**src/rtl/pipe_ctrl.sv**
```systemverilog
// pipe_ctrl -- valid/stall/flush/multicycle controller for a linear pipeline.
// Drives per-register load enables and clears for an external datapath and
// keeps a shadow valid bit for every register.
// Optional build macro: PIPE_CTRL_BUBBLE_COLLAPSE_EN. When it is defined, an
// empty register never holds, so upstream items can advance into the bubble
// behind a stall. When it is undefined, a hold reaches every upstream register.
//
// Multicycle timing: an accepted mc_start with a nonzero mc_len holds
// register MC_STAGE in its start cycle. The counter then keeps it held for
// mc_len more cycles, during which mc_busy is high.
module pipe_ctrl #(
    parameter int NUM_STAGES = 5,
    parameter int MC_STAGE   = 2,
    parameter int MC_CNT_W   = 4
) (
    input  logic                          clk,
    input  logic                          reset,
    input  logic                          in_valid,
    output logic                          in_ready,
    input  logic [NUM_STAGES-1:0]         stall_req,
    input  logic                          flush_req,
    input  logic [$clog2(NUM_STAGES)-1:0] flush_stage,
    input  logic                          mc_start,
    input  logic [MC_CNT_W-1:0]           mc_len,
    output logic                          mc_busy,
    output logic [NUM_STAGES-1:0]         en,
    output logic [NUM_STAGES-1:0]         squash,
    output logic [NUM_STAGES-1:0]         valid_q,
    output logic                          out_valid
);

    logic [MC_CNT_W-1:0]   mc_cnt_q;
    logic [MC_CNT_W-1:0]   mc_cnt_d;
    logic [NUM_STAGES-1:0] valid_d;
    logic [NUM_STAGES-1:0] hold;
    logic [NUM_STAGES-1:0] hold_raw;
    logic [NUM_STAGES-1:0] mcx;
    logic [NUM_STAGES-1:0] flush_mask;
    logic                  mc_go;
    logic                  mc_hold;
    logic                  mc_kill;
    logic                  accept;

    // A new operation may start only on a valid item while the counter is idle.
    assign mc_busy = (mc_cnt_q != '0);
    assign mc_go   = mc_start & valid_q[MC_STAGE] & ~mc_busy;
    // A zero-length operation never holds. A nonzero one holds from its start cycle.
    assign mc_hold = mc_busy | (mc_go & (mc_len != '0));
    // A flush that reaches the multicycle register cancels the operation.
    assign mc_kill = flush_req & (int'(flush_stage) >= MC_STAGE);

    assign in_ready  = ~reset & ~hold[0] & ~flush_req;
    assign accept    = in_valid & in_ready;
    assign out_valid = valid_q[NUM_STAGES-1] & ~hold[NUM_STAGES-1];

    genvar gi;
    generate
        for (gi = 0; gi < NUM_STAGES; gi++) begin : g_stage
            assign mcx[gi] = (gi == MC_STAGE) ? mc_hold : 1'b0;

            // A hold ripples from the oldest register back towards register 0.
            if (gi == NUM_STAGES - 1) begin : g_last
                assign hold_raw[gi] = stall_req[gi] | mcx[gi];
            end else begin : g_mid
                assign hold_raw[gi] = stall_req[gi] | mcx[gi] | hold[gi+1];
            end

`ifdef PIPE_CTRL_BUBBLE_COLLAPSE_EN
            assign hold[gi] = hold_raw[gi] & valid_q[gi];
`else
            assign hold[gi] = hold_raw[gi];
`endif

            assign flush_mask[gi] = flush_req & (int'(flush_stage) >= gi);
            assign en[gi]         = ~reset & ~hold[gi];

            // Register 0 clears when it loads without an accepted item.
            // A later register clears when its upstream neighbour holds,
            // so a held item is never copied forward.
            if (gi == 0) begin : g_sq0
                assign squash[gi] = reset | flush_mask[gi] | (~hold[gi] & ~accept);
                assign valid_d[gi] = squash[gi] ? 1'b0 :
                                     (en[gi] ? accept : valid_q[gi]);
            end else begin : g_sqn
                assign squash[gi] = reset | flush_mask[gi] | (hold[gi-1] & ~hold[gi]);
                assign valid_d[gi] = squash[gi] ? 1'b0 :
                                     (en[gi] ? valid_q[gi-1] : valid_q[gi]);
            end
        end
    endgenerate

    // Multicycle counter next state: flush cancels, start loads, busy counts down.
    always_comb begin
        mc_cnt_d = mc_cnt_q;
        if (mc_kill) begin
            mc_cnt_d = '0;
        end else if (mc_go) begin
            mc_cnt_d = mc_len;
        end else if (mc_busy) begin
            mc_cnt_d = mc_cnt_q - MC_CNT_W'(1);
        end
    end

    // State registers: reset drops every valid bit and the counter.
    always_ff @(posedge clk) begin
        if (reset) begin
            valid_q  <= '0;
            mc_cnt_q <= '0;
        end else begin
            valid_q  <= valid_d;
            mc_cnt_q <= mc_cnt_d;
        end
    end

endmodule
```
**config.mk**
```make
export PLATFORM = sky130hd
export DESIGN_NAME = pipe_ctrl
export DESIGN_NICKNAME = d
export VERILOG_FILES = /design/src/rtl/pipe_ctrl.sv
export SDC_FILE = /design/constraint.sdc
export NUM_CORES = 1
export LEC_CHECK = 0
export CORE_MARGIN = 10
export CORE_UTILIZATION = 40
export CTS_CLUSTER_DIAMETER = 60
export CTS_CLUSTER_SIZE = 8
export DETAILED_ROUTE_END_ITERATION = 12
export PLACE_DENSITY = 0.87
export SETUP_SLACK_MARGIN = 0.15
export SKIP_LAST_GASP = 1
export SLEW_MARGIN = 20
export SYNTH_ARGS = -nofsm -noshare
export SYNTH_HDL_FRONTEND = slang
export SYNTH_SLANG_ARGS = --single-unit
```
**constraint.sdc**
```tcl
create_clock -name clk -period 3.3 [get_ports clk]
set_input_delay 0.66 -clock clk [delete_from_list [all_inputs] [get_ports clk]]
set_output_delay 0.66 -clock clk [all_outputs]
set_load 0.01 [all_outputs]
```
## Word-level counts from Yosys, hierarchy flattened

Index checks and enable logic that the tools add are counted.

| cells by class | value |
|---|---|
| $lt $le $gt $ge | 4 |
| add/subtract/negate cells | 1 |
| reductions and logical operators | 9 |
| mux-type cells | 2 |
| bitwise logic cells | 45 |

Operator list:

| operator | count |
|---|---|
| $and A1 B1 Y1 | 20 |
| $or A1 B1 Y1 | 16 |
| $reduce_or A2 Y1 | 6 |
| $not A1 Y1 | 9 |
| $mux W4 | 2 |
| $reduce_bool A4 Y1 | 2 |
| $ge A3 B2 Y1 const B | 2 |
| $sub A4 B1 Y4 const B | 1 |
| $ge A3 B1 Y1 const B | 1 |
| $ge A3 B3 Y1 const B | 1 |
| $reduce_bool A2 Y1 | 1 |

| word-level totals | value |
|---|---|
| bits of input ports | 17 |
| word-level logic and storage cells | 67 |
| register bits after elaboration | 9 |

## Longest topological paths before layout

| logic depth | value |
|---|---|
| word-level depth | 17 |
| gate-level depth with buffers | 6 |
| mapped depth without buffers | 6 |

## Least setup slack after synthesis

Ideal clock, no wire load.

| path | value |
|---|---|
| path kind | input to output |
| start | input mc_len[0] |
| end | output squash[0] |
| stages on the path | 3 |
| path slack | 1.040 ns |
| arrival | 1.600 ns |
| cell sequence | nor4_2 > o2111ai_1 > o21ai_0 |

| on the way | value |
|---|---|
| word-level cells in the longest chain between the ends | 14 |

RTL lines:

| what | line | text |
|---|---|---|
| start, declared | 24 | `input logic [MC_CNT_W-1:0] mc_len,` |
| $reduce_bool A4 Y1 (*) | 48 | `assign mc_hold = mc_busy \| (mc_go & (mc_len != '0));` |
| $and A1 B1 Y1 (*) | 48 |  |
| $or A1 B1 Y1 (*) | 48 |  |
| $or A1 B1 Y1 (*) (4 in a row) | 65 | `assign hold_raw[gi] = stall_req[gi] \| mcx[gi] \| hold[gi+1];` |
| $not A1 Y1 (*) | 52, 81 |  |
| $and A1 B1 Y1 (2 in a row) | 52 | `assign in_ready = ~reset & ~hold[0] & ~flush_req;` |
| $and A1 B1 Y1 | 53 | `assign accept = in_valid & in_ready;` |
| $not A1 Y1 | 81 | `assign squash[gi] = reset \| flush_mask[gi] \| (~hold[gi] & ~accept);` |
| $and A1 B1 Y1 (*) | 81 |  |
| $or A1 B1 Y1 (*) | 81 |  |
| end, declared | 27 | `output logic [NUM_STAGES-1:0] squash,` |

Mark *: on every way between the ends. The rest lies on a longest branch, timed or not.

## Final worst setup path

| path | value |
|---|---|
| start | input mc_len[2] |
| end | output squash[3] |

| on the way | value |
|---|---|
| word-level cells in the longest chain between the ends | 7 |

RTL lines:

| what | line | text |
|---|---|---|
| $reduce_bool A4 Y1 | 48 |  |
| $and A1 B1 Y1 | 48 |  |
| $or A1 B1 Y1 | 48 |  |
| $or A1 B1 Y1 (2 in a row) | 65 |  |
| $and A1 B1 Y1 | 85 | `assign squash[gi] = reset \| flush_mask[gi] \| (hold[gi-1] & ~hold[gi]);` |
| $or A1 B1 Y1 | 85 |  |

Every way passes these cells.

==> flow_summary_export.csv <==
group,metric,value,unit
place,dp.final_hpwl,1.82,mm
drt,ant_nets,0,
logic_synthesis,syn-num-nets,95,
drt,postRouteWirelength,2.32,mm
power_and_ir_drop,vdd_drop_max,0.000408,V
grt,grt_max_degree,13,
drt,drc,0,
timing,rsz0062_at_grt,"no",
timing,hold_viol,0,
logic_synthesis,yosysTopAreaCell,"dfxtp_1",
timing,period_share,93.3,%
clock_tree,cts_setup_buffers,0,
cells_and_area,fin_area,1020,sq um
timing,slew_violations,0,
worst_setup_path,max_stage_delay,0.58,ns
clock_tree,root_buffer,"clkbuf_4",
worst_setup_path,r2r_setup_slack,1.69,ns
worst_setup_path,crit_required,2.64,ns
worst_setup_path,r2r_end,"valid_q[2]$_SDFFE_PP0P_",
logic_synthesis,synth_seq_area_share,29.0,%
clock_tree,clk_pin_slew,0.06,ns
clock_tree,clk_path_buf_depth,2,
grt,grt_first_pass_wirelength,3.74,mm
floorplanning,fp-row-count,14,
timing,min_period,3.08,ns
logic_synthesis,synth-edff-count,0,
timing,maxSlewHeadroom,73.8,%
hold_path,hp-start,"valid_q[3]$_SDFFE_PP0P_",
timing,tns,0,ns
power_and_ir_drop,power_density,595,nW/um^2
timing,clock.fmax,325,MHz
place,placed_area,988,sq um
logic_synthesis,synth_area_leaders,"dfxtp_1 (29%), o21ai_0 (4.8%), a211oi_1 (4.8%)",
hold_path,hold_end,"valid_q[4]$_SDFFE_PP0P_",
worst_setup_path,criticalPathCategory,"primary input to output port",
logic_synthesis,yosysUniqueCellTypes,37,
logic_synthesis,synth_top_cell_area_share,29.0,%
hold_path,hold_path_depth,2,
worst_setup_path,cp_max_fo,5,
cells_and_area,mostFrequentLayoutCell,"clkdlybuf4s50_1",
worst_setup_path,cp_cell_sequence,"clkdlybuf4s50_1, nor4_2, buf_4, o21a_4, o21ai_0, clkdlybuf4s50_1",
drt,initialDrtViolationCount,37,
grt,overflow,0,
worst_setup_path,end_kind,"output port",
worst_setup_path,crit_top_cell,"clkdlybuf4s50_1",
floorplanning,core,1490,sq um
clock_tree,insertion_delay,0.26,ns
floorplanning,ios,35,
logic_synthesis,synthArstFlopShare,0,%
logic_synthesis,synth_area,621,sq um
floorplanning,die_area,3530,sq um
timing,tightest_slew,0.391,ns
cells_and_area,layout_common_cells,"clkdlybuf4s50_1 (28), dfxtp_1 (9), nor2_1 (8)",
worst_setup_path,start_kind,"primary input",
worst_setup_path,r2r_cells,6,
power_and_ir_drop,leakage,0.417,nW
drt,drt_pass1_iterations,5,
cells_and_area,n_antenna_cell,0,
logic_synthesis,ys_ff_latch,9,
drt,drt-vias-per-instance,5.80,
place,gp_congestion,0.789,
flow_run,maxCapViolCount,0,
cells_and_area,drive_gt1_share,11.4,%
cells_and_area,nets,134,
worst_setup_path,cp_data_arrival_time,2.42,ns
floorplanning,die_h,59.4,um
worst_setup_path,cp_slowest_cell,"clkdlybuf4s50_1",
logic_synthesis,avgSynthCellArea,8.17,sq um
floorplanning,die_x,59.4,um
grt,first_global_vias,763,
clock_tree,htreeDepth,1,
cells_and_area,syn_to_final_growth,65.1,%
place,numPortBuffers,34,
drt,vias,754,
clock_tree,cts_tree,"done",
clock_tree,numCtsBuffers,3,
grt,grt_usage,13.4,%
logic_synthesis,yosysWarnings,0,
timing,fin_skew,0.000105,ns
clock_tree,cts.sinks,9,
drt,routedWlPerCell,17.8,um
logic_synthesis,synth_cells,76,
timing,setup_viol,0,
worst_setup_path,r2r_start,"mc_cnt_q[0]$_SDFFE_PP0P_",
hold_path,hold_path.class,"flip-flop to flip-flop",
status,status,"complete, no violations",
grt,antenna_found_initial,0,
clock_tree,cts_hold_buf,0,
floorplanning,initial_core_util,41.7,%
logic_synthesis,synth_flop_cell,"dfxtp_1",
[worst max-delay path: cells and delay by family]
kind	cells	cell delay, ns
AOI/OAI and AO/OA	2	0.41
and+or+nand+nor	1	0.07
buffers and inverters	3	1.28
[area by class of cell]
class	count	area, sq um
Clock buffer	4	26.3
Fill cell	136	464
Inverter	5	18.8
Multi-Input combinational cell	60	420
Sequential cell	9	180
Tap cell	16	20.0
Timing Repair Buffer	36	359
[flip-flops by register name, indices dropped and copies added, names as in the netlist]
| name | cells |
|---|---|
| mc_cnt_q | 4 |
| valid_q | 5 |
[Yosys cell counts, types with 2 or more instances]
cell type and n:
ha_1 2, inv_1 5, nor3_1 4, nand3_1 2
mux2i_1 2, clkbuf_1 2, nand2_1 3, nor2_1 8
o21ai_0 6, a211oi_1 4, dfxtp_1 9, a21oi_1 4
[kinds of logic (layout without fill, tap and decap cells)]
logic type | after synthesis | after routing | synth area share [%]
adder cells (fa/ha/maj) | 2 | 2 | 4.03
AND/OR/NAND/NOR | 28 | 28 | 26.6
AO/OA/AOI/OAI | 26 | 26 | 30.0
multiplexers | 2 | 2 | 3.23
buffers and inverters | 7 | 45 | 4.23
flip-flops | 9 | 9 | 29.0
XOR/XNOR | 2 | 2 | 2.82
[metal layers]
metal  global-route usage [%]  part of all wire [%]  vias to the layer above
li1                         -                     -                      362
met1                     14.2                    38                      351
met2                     24.4                    54                       31
met3                     2.15                   5.1                       10
met4                     6.89                   3.2                        0
met5                        0                     0                        -
[power breakdown]
group	switching (mW)	internal, mW	leakage, nW
clock	0.0427	0.0468	0.0150
sequential	0.0296	0.132	0.0731
combinational	0.184	0.174	0.329
total	0.257	0.353	0.417
[repair_timing]
action	4_1_cts	5_1_grt
resized for setup	5	3
endpoints found under the setup margin	5	4
pin swaps	0	2
hold endpoints to repair	0	0
[per-stage QoR]
| stage | utilization, % | std cells | setup WS (ns) | hold slack, ns | power (mW) |
|---|---|---|---|---|---|
| finish | 68.8 | 130 | 0.220 | 0.486 | 0.610 |
| global route | 68.8 | 130 | 0.153 | 0.507 | 0.659 |
| CTS | 68.3 | 130 | 0.112 | 0.485 | 0.610 |
| detailed placement | 66.4 | 126 | 0.0748 | 0.473 | 0.515 |
| global placement | 66.4 | 126 | 0.128 | 0.470 | 0.500 |
| floorplan | - | 76 | 1.04 | 0.465 | 0.387 |
[worst max path at each step]
stage	end	slack (ns)	startpoint
floorplan	squash[0]	1.04	mc_len[0]
global placement	squash[0]	0.13	mc_len[0]
detailed placement	squash[0]	0.07	mc_len[0]
CTS	squash[0]	0.11	mc_len[0]
global route	en[1]	0.15	mc_len[2]
finish	squash[3]	0.22	mc_len[2]
(Power assumes the default switching activity.)
